==> config.mk <==
export PLATFORM = sky130hd
export DESIGN_NAME = sram_port_arbiter
export DESIGN_NICKNAME = d
export VERILOG_FILES = /design/src/rtl/sram_port_arbiter.sv
export SDC_FILE = /design/constraint.sdc
export NUM_CORES = 1
export LEC_CHECK = 0
export ABC_AREA = 1
export CAP_MARGIN = 20
export CORE_AREA = 3 3 219 221
export CTS_BUF_LIST = sky130_fd_sc_hd__clkbuf_4 sky130_fd_sc_hd__clkbuf_8
export CTS_CLUSTER_DIAMETER = 60
export DETAILED_ROUTE_END_ITERATION = 7
export DIE_AREA = 0 0 222 224
export GPL_TIMING_DRIVEN = 1
export PLACE_DENSITY = 0.51
export SLEW_MARGIN = 10
export SYNTH_ARGS = -nofsm -noshare
export SYNTH_HDL_FRONTEND = slang
export SYNTH_SLANG_ARGS = --single-unit
==> constraint.sdc <==
create_clock -name clk_i -period 2 [get_ports clk_i]
set_input_delay 0.3 -clock clk_i [delete_from_list [all_inputs] [get_ports clk_i]]
set_output_delay 0.3 -clock clk_i [all_outputs]
set_load 0.01 [all_outputs]
==> src/rtl/sram_port_arbiter.sv <==
// Round-robin arbiter sharing one single-port byte-masked SRAM among NUM_REQ requesters,
// with burst grant locking, a lock watchdog and one-cycle registered response routing.
module sram_port_arbiter #(
    parameter int NUM_REQ    = 4,
    parameter int ADDR_WIDTH = 9,
    parameter int DATA_WIDTH = 64,
    parameter int LOCK_MAX   = 16
) (
    input  logic                             clk_i,
    input  logic                             rst_n_i,
    input  logic [NUM_REQ-1:0]               req_valid_i,
    output logic [NUM_REQ-1:0]               req_ready_o,
    input  logic [NUM_REQ-1:0]               req_wen_i,
    input  logic [NUM_REQ-1:0]               req_lock_i,
    input  logic [NUM_REQ*ADDR_WIDTH-1:0]    req_addr_i,
    input  logic [NUM_REQ*DATA_WIDTH/8-1:0]  req_bm_i,
    input  logic [NUM_REQ*DATA_WIDTH-1:0]    req_dat_i,
    output logic [NUM_REQ-1:0]               rsp_valid_o,
    output logic                             rsp_wr_o,
    output logic [DATA_WIDTH-1:0]            rsp_dat_o,
    output logic                             sram_en_o,
    output logic                             sram_wen_o,
    output logic [DATA_WIDTH/8-1:0]          sram_bm_o,
    output logic [ADDR_WIDTH-1:0]            sram_addr_o,
    output logic [DATA_WIDTH-1:0]            sram_dat_o,
    input  logic [DATA_WIDTH-1:0]            sram_dat_i,
    output logic                             lock_abort_o
);

    localparam int PTR_W = $clog2(NUM_REQ);
    localparam int CNT_W = $clog2(LOCK_MAX + 1);
    localparam int BM_W  = DATA_WIDTH / 8;

    typedef enum logic {UNLOCKED, LOCKED} lock_state_e;

    lock_state_e        r_state, w_state_nxt;
    logic [PTR_W-1:0]   r_lock_owner, w_lock_owner_nxt;
    logic [CNT_W-1:0]   r_lock_cnt, w_lock_cnt_nxt;
    logic [PTR_W-1:0]   r_rr_ptr, w_rr_ptr_nxt;
    logic               w_abort_nxt;
    logic               r_lock_abort;
    logic [NUM_REQ-1:0] r_rsp_valid;
    logic               r_rsp_wr;
    logic               r_rsp_rd;

    logic               w_hs;
    logic [PTR_W-1:0]   w_grant_idx;
    logic [PTR_W-1:0]   w_cand;
    logic [PTR_W-1:0]   w_grant_inc;
    logic [PTR_W-1:0]   w_owner_inc;

    // NOTE: every always_comb output gets a default first so no path can infer a latch.
    always_comb begin
        w_hs        = 1'b0;
        w_grant_idx = '0;
        w_cand      = '0;
        if (r_state == LOCKED) begin
            if (req_valid_i[r_lock_owner]) begin
                w_hs        = 1'b1;
                w_grant_idx = r_lock_owner;
            end
        end else begin
            for (int i = 0; i < NUM_REQ; i++) begin
                w_cand = PTR_W'((int'(r_rr_ptr) + i) % NUM_REQ);
                if (!w_hs && req_valid_i[w_cand]) begin
                    w_hs        = 1'b1;
                    w_grant_idx = w_cand;
                end
            end
        end
        // Nothing is granted while reset is held.
        w_hs = w_hs & rst_n_i;
    end

    assign w_grant_inc = (w_grant_idx == PTR_W'(NUM_REQ - 1)) ? '0 : w_grant_idx + 1'b1;
    assign w_owner_inc = (r_lock_owner == PTR_W'(NUM_REQ - 1)) ? '0 : r_lock_owner + 1'b1;

    always_comb begin
        req_ready_o = '0;
        sram_en_o   = 1'b0;
        sram_wen_o  = 1'b0;
        sram_bm_o   = '0;
        sram_addr_o = '0;
        sram_dat_o  = '0;
        if (w_hs) begin
            req_ready_o[w_grant_idx] = 1'b1;
            sram_en_o   = 1'b1;
            sram_wen_o  = req_wen_i[w_grant_idx];
            sram_bm_o   = req_bm_i[w_grant_idx*BM_W +: BM_W];
            sram_addr_o = req_addr_i[w_grant_idx*ADDR_WIDTH +: ADDR_WIDTH];
            sram_dat_o  = req_dat_i[w_grant_idx*DATA_WIDTH +: DATA_WIDTH];
        end
    end

    always_comb begin
        w_state_nxt      = r_state;
        w_lock_owner_nxt = r_lock_owner;
        w_lock_cnt_nxt   = r_lock_cnt;
        w_rr_ptr_nxt     = r_rr_ptr;
        w_abort_nxt      = 1'b0;
        unique case (r_state)
            UNLOCKED: begin
                if (w_hs) begin
                    if (req_lock_i[w_grant_idx]) begin
                        w_state_nxt      = LOCKED;
                        w_lock_owner_nxt = w_grant_idx;
                        w_lock_cnt_nxt   = CNT_W'(1);
                    end else begin
                        w_rr_ptr_nxt = w_grant_inc;
                    end
                end
            end
            LOCKED: begin
                w_lock_cnt_nxt = r_lock_cnt + 1'b1;
                if (w_hs && !req_lock_i[w_grant_idx]) begin
                    w_state_nxt    = UNLOCKED;
                    w_lock_cnt_nxt = '0;
                    w_rr_ptr_nxt   = w_grant_inc;
                end else if (r_lock_cnt == CNT_W'(LOCK_MAX)) begin
                    // Watchdog: a beat in this cycle is still served, then the lock is broken.
                    w_state_nxt    = UNLOCKED;
                    w_lock_cnt_nxt = '0;
                    w_abort_nxt    = 1'b1;
                    w_rr_ptr_nxt   = w_owner_inc;
                end
            end
            default: w_state_nxt = UNLOCKED;
        endcase
    end

    // NOTE: sequential state uses non-blocking assignments so all registers update together.
    always_ff @(posedge clk_i or negedge rst_n_i) begin
        if (!rst_n_i) begin
            r_state      <= UNLOCKED;
            r_lock_owner <= '0;
            r_lock_cnt   <= '0;
            r_rr_ptr     <= '0;
            r_lock_abort <= 1'b0;
            r_rsp_valid  <= '0;
            r_rsp_wr     <= 1'b0;
            r_rsp_rd     <= 1'b0;
        end else begin
            r_state      <= w_state_nxt;
            r_lock_owner <= w_lock_owner_nxt;
            r_lock_cnt   <= w_lock_cnt_nxt;
            r_rr_ptr     <= w_rr_ptr_nxt;
            r_lock_abort <= w_abort_nxt;
            r_rsp_valid  <= req_ready_o;
            r_rsp_wr     <= w_hs & sram_wen_o;
            r_rsp_rd     <= w_hs & ~sram_wen_o;
        end
    end

    assign rsp_valid_o  = r_rsp_valid;
    assign rsp_wr_o     = r_rsp_wr;
    assign rsp_dat_o    = r_rsp_rd ? sram_dat_i : '0;
    assign lock_abort_o = r_lock_abort;

endmodule

[Word-level counts from Yosys, hierarchy flattened]
Index checks and enable logic that the tools add are counted.
W data, S select, Z words.
Storage, ports and cells
  bits in registers: 17
  input bits: 402
  output and inout port bits: 157
  word-level logic and storage cells: 107
Operators by class
  add/sub/neg operators: 6
  multipliers: 1
  order comparisons: 7
  eq/ne operators: 7
  shifts and indexed selects: 3
  multiplexer cells: 58
  bitwise operators: 5
  reductions and logical operators: 12
Operators by type and width (number)
  $shiftx A256 B9 Y64: 1
  $mux W64: 2
  $shiftx A36 B7 Y9: 1
  $shiftx A32 B6 Y8: 1
  $mux W1: 26
  $mux W2: 12
  $mux W5: 4
  $lt A2 B3 Y1 const B: 6
  $bmux W1 S2: 7
  $pmux W5 S2: 1
  $mux W9: 1
  $mux W8: 1
  $add A2 B1 Y2 const B: 3
  $mul A2 B4 Y6 const B: 1
  $ne A2 B2 Y1 const B: 3
  $reduce_and A3 Y1: 2
  $add A5 B1 Y5 const B: 1
  $eq A5 B5 Y1 const B: 1
  $logic_and A1 B1 Y1: 5
  $add A2 B2 Y2 const B: 2
  $eq A2 B2 Y1 const B: 2
  $logic_not A1 Y1: 4
  $mux W4: 1
  $pmux W2 S2: 1
  other kinds (7): 10

[Logic depth before layout (Yosys ltp)]
Gate-level depths: netlist (run 1).
  word-level depth: 22
  depth in mapped cells: 18
  gate-level depth less buffers: 18

[Worst setup path after synthesis (run 1)]
No wires, ideal clock.
  kind: reg-to-output
  start point: register r_rr_ptr[0]
  end point: output req_ready_o[1]
  arrival time: 1.973 ns
  required time: 1.700 ns
  path slack: -0.273 ns
  stages on the path, launching flop included: 14
  path buffers: 3
  path through: dfrtp_1 buf_4 nand2_1 nand3_1 nand2_1 nor2_4 nand3_1 nand2_1 o21ai_4 buf_6 buf_6 ha_1 inv_1 nor2_1
On the way
  longest elaborated chain between the ends: 21
  elaborated cells between the ends (all ways): 37
  those cells by class: add/sub: 3; order compare: 2; mux: 24; bitwise: 1; reduce/logical: 7
Ends and longest elaborated chain
  start, declared: line 39  | logic [PTR_W-1:0] r_rr_ptr, w_rr_ptr_nxt;
  start signal, assigned: line 146  | r_rr_ptr <= w_rr_ptr_nxt;
  $bmux W1 S2: line 65  | if (!w_hs && req_valid_i[w_cand]) begin
  $mux W1 (implied by the code): line 65
  $mux W1: line 65
  $mux W1: line 57  | if (r_state == LOCKED) begin
  $logic_not A1 Y1: line 65
  $logic_and A1 B1 Y1: line 65
  $mux W1: line 65
  $mux W1: line 57
  [... 6 more ...]
  $mux W2 *: line 65
  $mux W2 *: line 57
  net w_grant_idx[0]: line 47  | logic [PTR_W-1:0] w_grant_idx;
  $lt A2 B3 Y1 (implied by the code) or $ge A2 B1 Y1 (tied branches): line 86  | req_ready_o[w_grant_idx] = 1'b1;
  $logic_and A1 B1 Y1 (implied by the code): line 86
  $mux W1 (implied by the code): line 86
  $demux W1 S2 *: line 86
  $mux W4 *: line 85  | if (w_hs) begin
  end, declared: line 12  | output logic [NUM_REQ-1:0] req_ready_o,
The timed path passes the listed nets; every way through them passes the cells marked *. The select of a mux whose other input is x is not followed.

[Worst setup path in the final report (run 1)]
  start point: register r_rr_ptr[0]
  end point: output sram_dat_o[24]
On the way
  longest elaborated chain between the ends: 18
  elaborated cells between the ends (all ways): 33
  those cells by class: add/sub: 3; shift: 1; mux: 22; bitwise: 1; reduce/logical: 6
Ends and longest elaborated chain
  $bmux W1 S2: line 65
  $mux W1 (implied by the code): line 65
  $mux W1: line 65
  $mux W1: line 57
  $logic_not A1 Y1: line 65
  $logic_and A1 B1 Y1: line 65
  $mux W1: line 65
  $mux W1: line 57
  [... 2 more ...]
  $mux W1: line 65
  $mux W1: line 57
  $logic_not A1 Y1: line 65
  $logic_and A1 B1 Y1: line 65
  $mux W2 or $mux W1 (tied branches): line 65
  $mux W2 or $mux W1 (tied branches): line 57
  $shiftx A256 B9 Y64 or $and A1 B1 Y1 (tied branches): line 91, 72
  $mux W64 *: line 85
  end, declared: line 25  | output logic [DATA_WIDTH-1:0] sram_dat_o,
Every way passes the cells marked *; elsewhere a longest branch is shown, timed or not. The select of a mux whose other input is x is not followed.

==> results of run 1 <==
==> how the worst max path moves through the flow <==
stage / start / endpoint / slack (ps)
4_1_cts: r_rr_ptr[0] / sram_dat_o[24] / -1100
2_1_floorplan: r_rr_ptr[0] / sram_dat_o[51] / -160
6_report: r_rr_ptr[0] / sram_dat_o[24] / -1110
3_3_place_gp: req_valid_i[3] / sram_dat_o[9] / -1480
3_5_place_dp: req_valid_i[1] / sram_dat_o[9] / -1420
5_1_grt: r_rr_ptr[0] / sram_dat_o[6] / -1290
==> cells by family after synthesis <==
group           synth area share
simple gates               0.331
compound gates             0.396
buf+inv                    0.164
flops                     0.0861
fa+ha+maj                 0.0177
xor+xnor                 0.00532
==> report_power, final <==
part | internal, uW | leakage [uW] | switching (uW)
Clock | 141 | 0.0000217 | 145
Combinational | 10800 | 0.00595 | 11500
Sequential | 472 | 0.000218 | 139
==> area by class of cell <==
class | count | area (um2)
fillers | 5039 | 32900
repair buffers | 726 | 7450
multi-input cells | 691 | 4430
well taps | 607 | 759
flip-flops and latches | 17 | 430
inverters | 94 | 377
clock buffers | 3 | 41.3
clock inverters | 1 | 7.51
repair inverters | 1 | 7.51
diodes | 1 | 2.50
==> per-layer routing <==
| layer | track usage | share of wire | vias up | routed length, um |
|---|---|---|---|---|
| met1 | 0.151 | 0.37 | 3959 | 14500 |
| met2 | 0.278 | 0.54 | 426 | 20800 |
| met5 | 0 | 0.00033 | - | 13 |
| li1 | - | - | 4149 | - |
| met4 | 0.0351 | 0.027 | 2 | 1050 |
| met3 | 0.0315 | 0.066 | 46 | 2550 |
==> sequential cells by signal (all words and copies together) (netlist names) <==
| register | count |
|---|---|
| r_rr_ptr | 2 |
| lock_abort_o | 1 |
| r_rsp_rd | 1 |
| r_state | 1 |
| rsp_wr_o | 1 |
| r_lock_owner | 2 |
| r_lock_cnt | 5 |
| rsp_valid_o | 4 |
==> layout by cell type (no fill, tap or decap), types with 3 or more instances in the layout <==
cell type,count
a211oi_2,56
a21oi_4,10
nor2_2,8
nor2_4,3
a211oi_4,25
nand2_2,41
nor2_1,11
dlygate4sd2_1,27
nand3_2,4
buf_4,98
buf_16,16
buf_8,5
clkdlybuf4s50_1,423
inv_1,86
ha_1,6
clkbuf_8,3
buf_12,29
nand2_1,333
dfrtp_1,15
a21oi_1,86
xor2_1,3
clkbuf_16,6
a21oi_2,67
o21ai_1,6
nand3_1,15
dlymetal6s2s_1,20
buf_6,31
buf_2,68
inv_2,6
o21ai_0,3
==> what timing repair did <==
item,CTS,global route
cloned,14,7
buffers inserted,37,14
resized for setup,490,68
pin swaps,26,13
setup endpoints to repair,156,127
==> critical path: stages (launching register included) <==
cell and delay, ps:
dfrtp_2 470, buf_12 160, nand2_2 90, nand3_2 80, nand2_1 90, inv_1 80
nand3_2 80, nand2_2 70, o21ai_4 220, buf_12 180, buf_4 120, buf_12 90
bufbuf_16 260, a21oi_1 80, a211oi_2 290, buf_2 190
==> stage by stage <==
stage	util	worst slack, ps	std cells	power [uW]
6_report	0.291	-1110	2141	23100
5_1_grt	0.291	-1290	2140	24800
4_1_cts	0.281	-1100	2120	21800
3_5_place_dp	0.262	-1420	2065	17700
3_3_place_gp	0.262	-1480	2065	17600
2_1_floorplan	-	-162	874	10800
==> results.md, run 1 <==
* Hold crit path type: primary input to asynchronous set/reset pin
* Layout cells sized above 1 at 0.323
* TritonRoute pass-1 iters at 4
* Setup WS post-layout at -1110 ps
* Most frequent cell after synthesis: nand2_1
* CTS tree: built
* Die H at 224 um
* DR vias at 8582
* CP Launch Type: flop
* Rel. slew slack at 0.713
* Nets@finish at 1943
* RePlAce Congestion at 0.924
* Static leakage at 0.00619 uW
* Finished Cell Area at 13500 um2
* Via/cell ratio at 4.01
* Core Region at 46400 um2
* Vias in the first global route at 8920
* Post-synthesis sequential area ratio at 0.0861
* Final setup viols at 104
* Area contributors post-synth: nand2_1 (28%), a211oi_2 (21%), a21oi_1 (16%)
* R2R Path End: rsp_wr_o
* Total CTS buffers at 3
* Die area at 49700 um2
* Async set or reset register ratio after synthesis at 1.00
* R2R Setup Slk at -540 ps
* Failing checks: negative setup slack
* VDD IR max at 882 uV
* Die X at 222 um
* Pwr Density at 1710 nW/um2
* Max-cap violations at 0
* Arrival time worst endpoint at 2810 ps
* Clock sinks at 17
* Crit. End Element: output pin
* Number of top-level design ports at 559
* Status: finished with violations
* Syn_area_per_cell at 5.65 um2
* Mapped Area at 4940 um2
* Post-synthesis net count at 1283
* Final hold viol count at 0
* Clock transition at the registers of the reported paths at 90 ps
* Unique masters post-synth at 29
* First-pass GRT wire length at 54300 um
* Average wire per standard cell at 18.2 um
* Register-to-Register Path Depth at 18
* Initial antenna violation count at 2
* Initial Utilization at 0.107
* Crit path kind: flop to output pin
* Clock latency on the worst-skew pair at 260 ps
* Synth Register Bits at 17
* # hold bufs at CTS at 0
* Dpl cell area at 12200 um2
* Syn Inst Count at 874
* Remaining Overflow, GRT at 0
* Root Buffer: clkbuf_8
* Total GRT Usage at 0.141
* Max frequency at 322 MHz
* Clock skew at 15.4 ps
* # rows at 79
* Cell accounting for the most synthesized area: nand2_1
* Largest net degree at the start of global routing at 34
* Min Tclk post-route at 3110 ps
* Unrepaired setup endpoints after global routing: true
* Layout area overhead at 173%
* Clk buf depth at 2
* Port Buffers at 558
* RR Startpoint: r_rr_ptr[0]
* Worst hold slack at 477 ps
* Post-synth top flop: dfrtp_1
* Synth top cells by count: nand2_1 (375), a21oi_1 (155), inv_1 (90), a211oi_2 (81), buf_2 (40)
* Post-detailed-route DRC marker count at 0
* DP HPWL at 29600 um
* Worst Tran Pin Value at 428 ps
* Post-synth top area share at 0.285
* Worst endpoint required time at 1700 ps
* Final worst-path cycle share at 1.56
* Post-synth EDFFs at 0
* DRT antenna net count at 0
* Fin. max-slew vios at 0
* Synth warn at 0
* H-tree depth at 1
* Crit Path Max Fanout at 12
* 1st-iter DRT viols at 324
* Setup TNS at -94980 ps
* Post-Route WL at 38900 um
No activity file was read; power rests on OpenSTA's default activity.
==> run 2: changes to the inputs <==
CORE_AREA = 2 2 218 220   (was 3 3 219 221)
DIE_AREA = 0 0 220 222   (was 0 0 222 224)
==> run 2 against run 1 <==
  * Sequential power increased by 1%
  * Clock power about the same
  * Core utilization decreased by 0.24 points
  * Count of clock-buffer cells in the layout increased by 1
  * Worst hold slack got worse by 23 ps
  * Critical path depth increased by 1
  * Largest power group unchanged
  * Routed wire length increased by 1.0%
  * The flow still finishes with violations (negative setup slack)
  * Via count decreased by 1.0%
==> results.md, run 2 (synthesized netlist as in run 1, its figures left out) <==
* Final worst-path cycle share at 1.55 (-0.00733)
* VDD IR max at 808 uV (-8.3%)
* DR vias at 8494 (-1.0%)
* Largest net degree at the start of global routing at 30 (-12%)
* Total GRT Usage at 0.147 (+0.00573)
* Critical Path End: sram_dat_o[3]
* Arrival time worst endpoint at 2800 ps (about the same)
* DP HPWL at 30600 um (+3.2%)
* Initial Utilization at 0.107 (+0.000228)
* Max frequency at 323 MHz (+0.47%)
* Leading cell type in the layout, fill and taps excluded: clkdlybuf4s50_1
* Unrepaired setup endpoints after global routing: true
* TritonRoute pass-1 iters at 5 (+1)
* Top reg by flops: r_lock_cnt
* Rel. slew slack at 0.710 (-0.00250)
* Die area at 48800 um2 (-1.8%)
* Clock network fraction of design power at 0.013 (about the same)
* Final setup viols at 104 (unchanged)
* Post-detailed-route DRC marker count at 0 (unchanged)
* Clock sinks at 17 (unchanged)
* Crit path launch: r_rr_ptr[0]
* Die X at 220 um (-0.90%)
* First-pass GRT wire length at 54000 um (-0.58%)
* Average wire per standard cell at 18.4 um (+1.6%)
* R2R Path End: r_rr_ptr[0]
* Nets@finish at 1930 (-0.67%)
* Commonest non-fill, non-tap cells in the layout: clkdlybuf4s50_1 (426), nand2_1 (346), a21oi_1 (104)
* Pwr Density at 1680 nW/um2 (-1.9%)
* Via/cell ratio at 3.99 (-0.47%)
* 1st-iter DRT viols at 300 (-7.4%)
* Dpl cell area at 12200 um2 (about the same)
* # rows at 79 (unchanged)
* Remaining Overflow, GRT at 0 (unchanged)
* Port Buffers at 558 (unchanged)
* CP Launch Type: flop
* RePlAce Congestion at 0.916 (-0.89%)
* Root Buffer: clkbuf_8
* Sequential share of power at 0.028 (+0.002)
* Setup WS post-layout at -1100 ps (+14.7 ps)
* Total CTS buffers at 3 (unchanged)
* Static leakage at 0.00640 uW (+3.5%)
* Fillers at 5045 (+0.12%)
* Crit Path Max Fanout at 25 (+13)
* Vias in the first global route at 8899 (-0.24%)
* Hold crit path type: primary input to asynchronous set/reset pin
* Core Region at 46300 um2 (-0.21%)
* DRT antenna net count at 0 (unchanged)
* Largest register FFs at 5 (unchanged)
* Clk buf depth at 2 (unchanged)
* M3 GR Usage at 0.0353 (+0.00380)
* CTS tree: built
* Crit path kind: flop to output pin
* Layout cells sized above 1 at 0.292 (-0.0308)
* Worst Tran Pin Value at 431 ps (+3.72 ps)
* Crit. End Element: output pin
* Finished Cell Area at 13400 um2 (-1.0%)
* Sw Ratio at 0.501 (-0.00628)
* Min Tclk post-route at 3100 ps (-14.7 ps)
* Layout area overhead at 170%
* Final hold viol count at 0 (unchanged)
* Max-cap violations at 0 (unchanged)
* GR met1 Demand/Resource at 0.149 (-0.00236)
* Switching pwr at 11300 uW (-4.2%)
* Worst endpoint required time at 1700 ps (about the same)
* Post-Route WL at 39300 um (+1.0%)
* Pint at 11200 uW (-1.7%)
* RR Startpoint: r_rr_ptr[0]
* R2R Setup Slk at -690 ps (-150 ps)
* GR peak layer: met2
* Clock skew at 1.42 ps (-14.0 ps)
* Register-to-Register Path Depth at 20 (+2)
* H-tree depth at 1 (unchanged)
* Setup TNS at -91950 ps (+3030 ps)
* Number of top-level design ports at 559 (unchanged)
* Clock transition at the registers of the reported paths at 70 ps (-20 ps)
* Status: finished with violations
* Die H at 222 um (-0.89%)
* Failing checks: negative setup slack
* Met2 Usage GRT at 0.294 (+0.0162)
* Fin. max-slew vios at 0 (unchanged)
* Comb pwr share at 0.960 (about the same)
* Initial antenna violation count at 3 (+1)
* Clock latency on the worst-skew pair at 260 ps (about the same)
## run 2: worst min-delay path by stage
stage	slack [ps]	cells past startpoint	start	end
floorplan	4	0	rst_n_i	lock_abort_o
global route	490	2	rst_n_i	r_rr_ptr[0]
global placement	540	2	r_lock_cnt[4]	r_lock_cnt[4]
CTS	470	2	rst_n_i	r_rr_ptr[1]
detailed placement	550	2	r_lock_cnt[4]	r_lock_cnt[4]
finish	450	2	rst_n_i	r_rr_ptr[0]
## run 2: cell type report
class,count,area [um2],area share
well taps,607,759,0.0568
repair buffers,714,7470,0.559
clock buffers,4,48.8,0.00365
flip-flops and latches,17,429,0.0321
multi-input cells,691,4270,0.320
diodes,2,5.00,0.000374
inverters,94,379,0.0284
## run 2: worst max-delay path, cell delays in order, from the launching register on
cell	delay, ps
dfrtp_2	480
buf_12	160
nand2_1	60
nand2_2	70
nand2_1	70
nand2_2	60
nor2_4	110
nand2_1	70
nor2_2	130
nor2_4	50
o21ai_4	210
buf_12	180
buf_12	170
a21oi_2	50
a211oi_2	340
buf_4	190
buf_12	110
## run 2: per-stage QoR
| step | hold slack [ps] | worst slack [ps] | utilization | power, uW | instances |
|---|---|---|---|---|---|
| finish | 455 | -1100 | 0.289 | 22400 | 2129 |
| CTS | 466 | -1080 | 0.280 | 21600 | 2108 |
| global placement | 543 | -1400 | 0.263 | 17800 | 2061 |
| detailed placement | 549 | -1410 | 0.263 | 18000 | 2061 |
| global route | 485 | -1240 | 0.289 | 24100 | 2129 |
| floorplan | 4.41 | -162 | - | 10800 | 874 |
## run 2: metal layers
| metal | up-vias | share of wire |
|---|---|---|
| li1 | 4124 | - |
| met1 | 3939 | 0.35 |
| met2 | 399 | 0.54 |
| met3 | 32 | 0.081 |
| met4 | 0 | 0.022 |
| met5 | - | 0 |
## run 2: timing repair
| item | in CTS | in global routing |
|---|---|---|
| gates cloned | 11 | 7 |
| hold buffers | 0 | 0 |
| endpoints found under the setup margin | 128 | 154 |
| resized for setup | 385 | 94 |
| buffers inserted | 32 | 12 |
| pin swaps | 15 | 7 |
## run 2: power groups by stage
| stage | sequential (uW) | clock (uW) | combinational (uW) |
|---|---|---|---|
| 2_1_floorplan | 564 | 0 | 10200 |
| 3_3_place_gp | 603 | 0 | 17200 |
| 3_5_place_dp | 602 | 0 | 17400 |
| 4_1_cts | 605 | 298 | 20700 |
| 5_1_grt | 640 | 311 | 23200 |
| 6_report | 618 | 287 | 21500 |
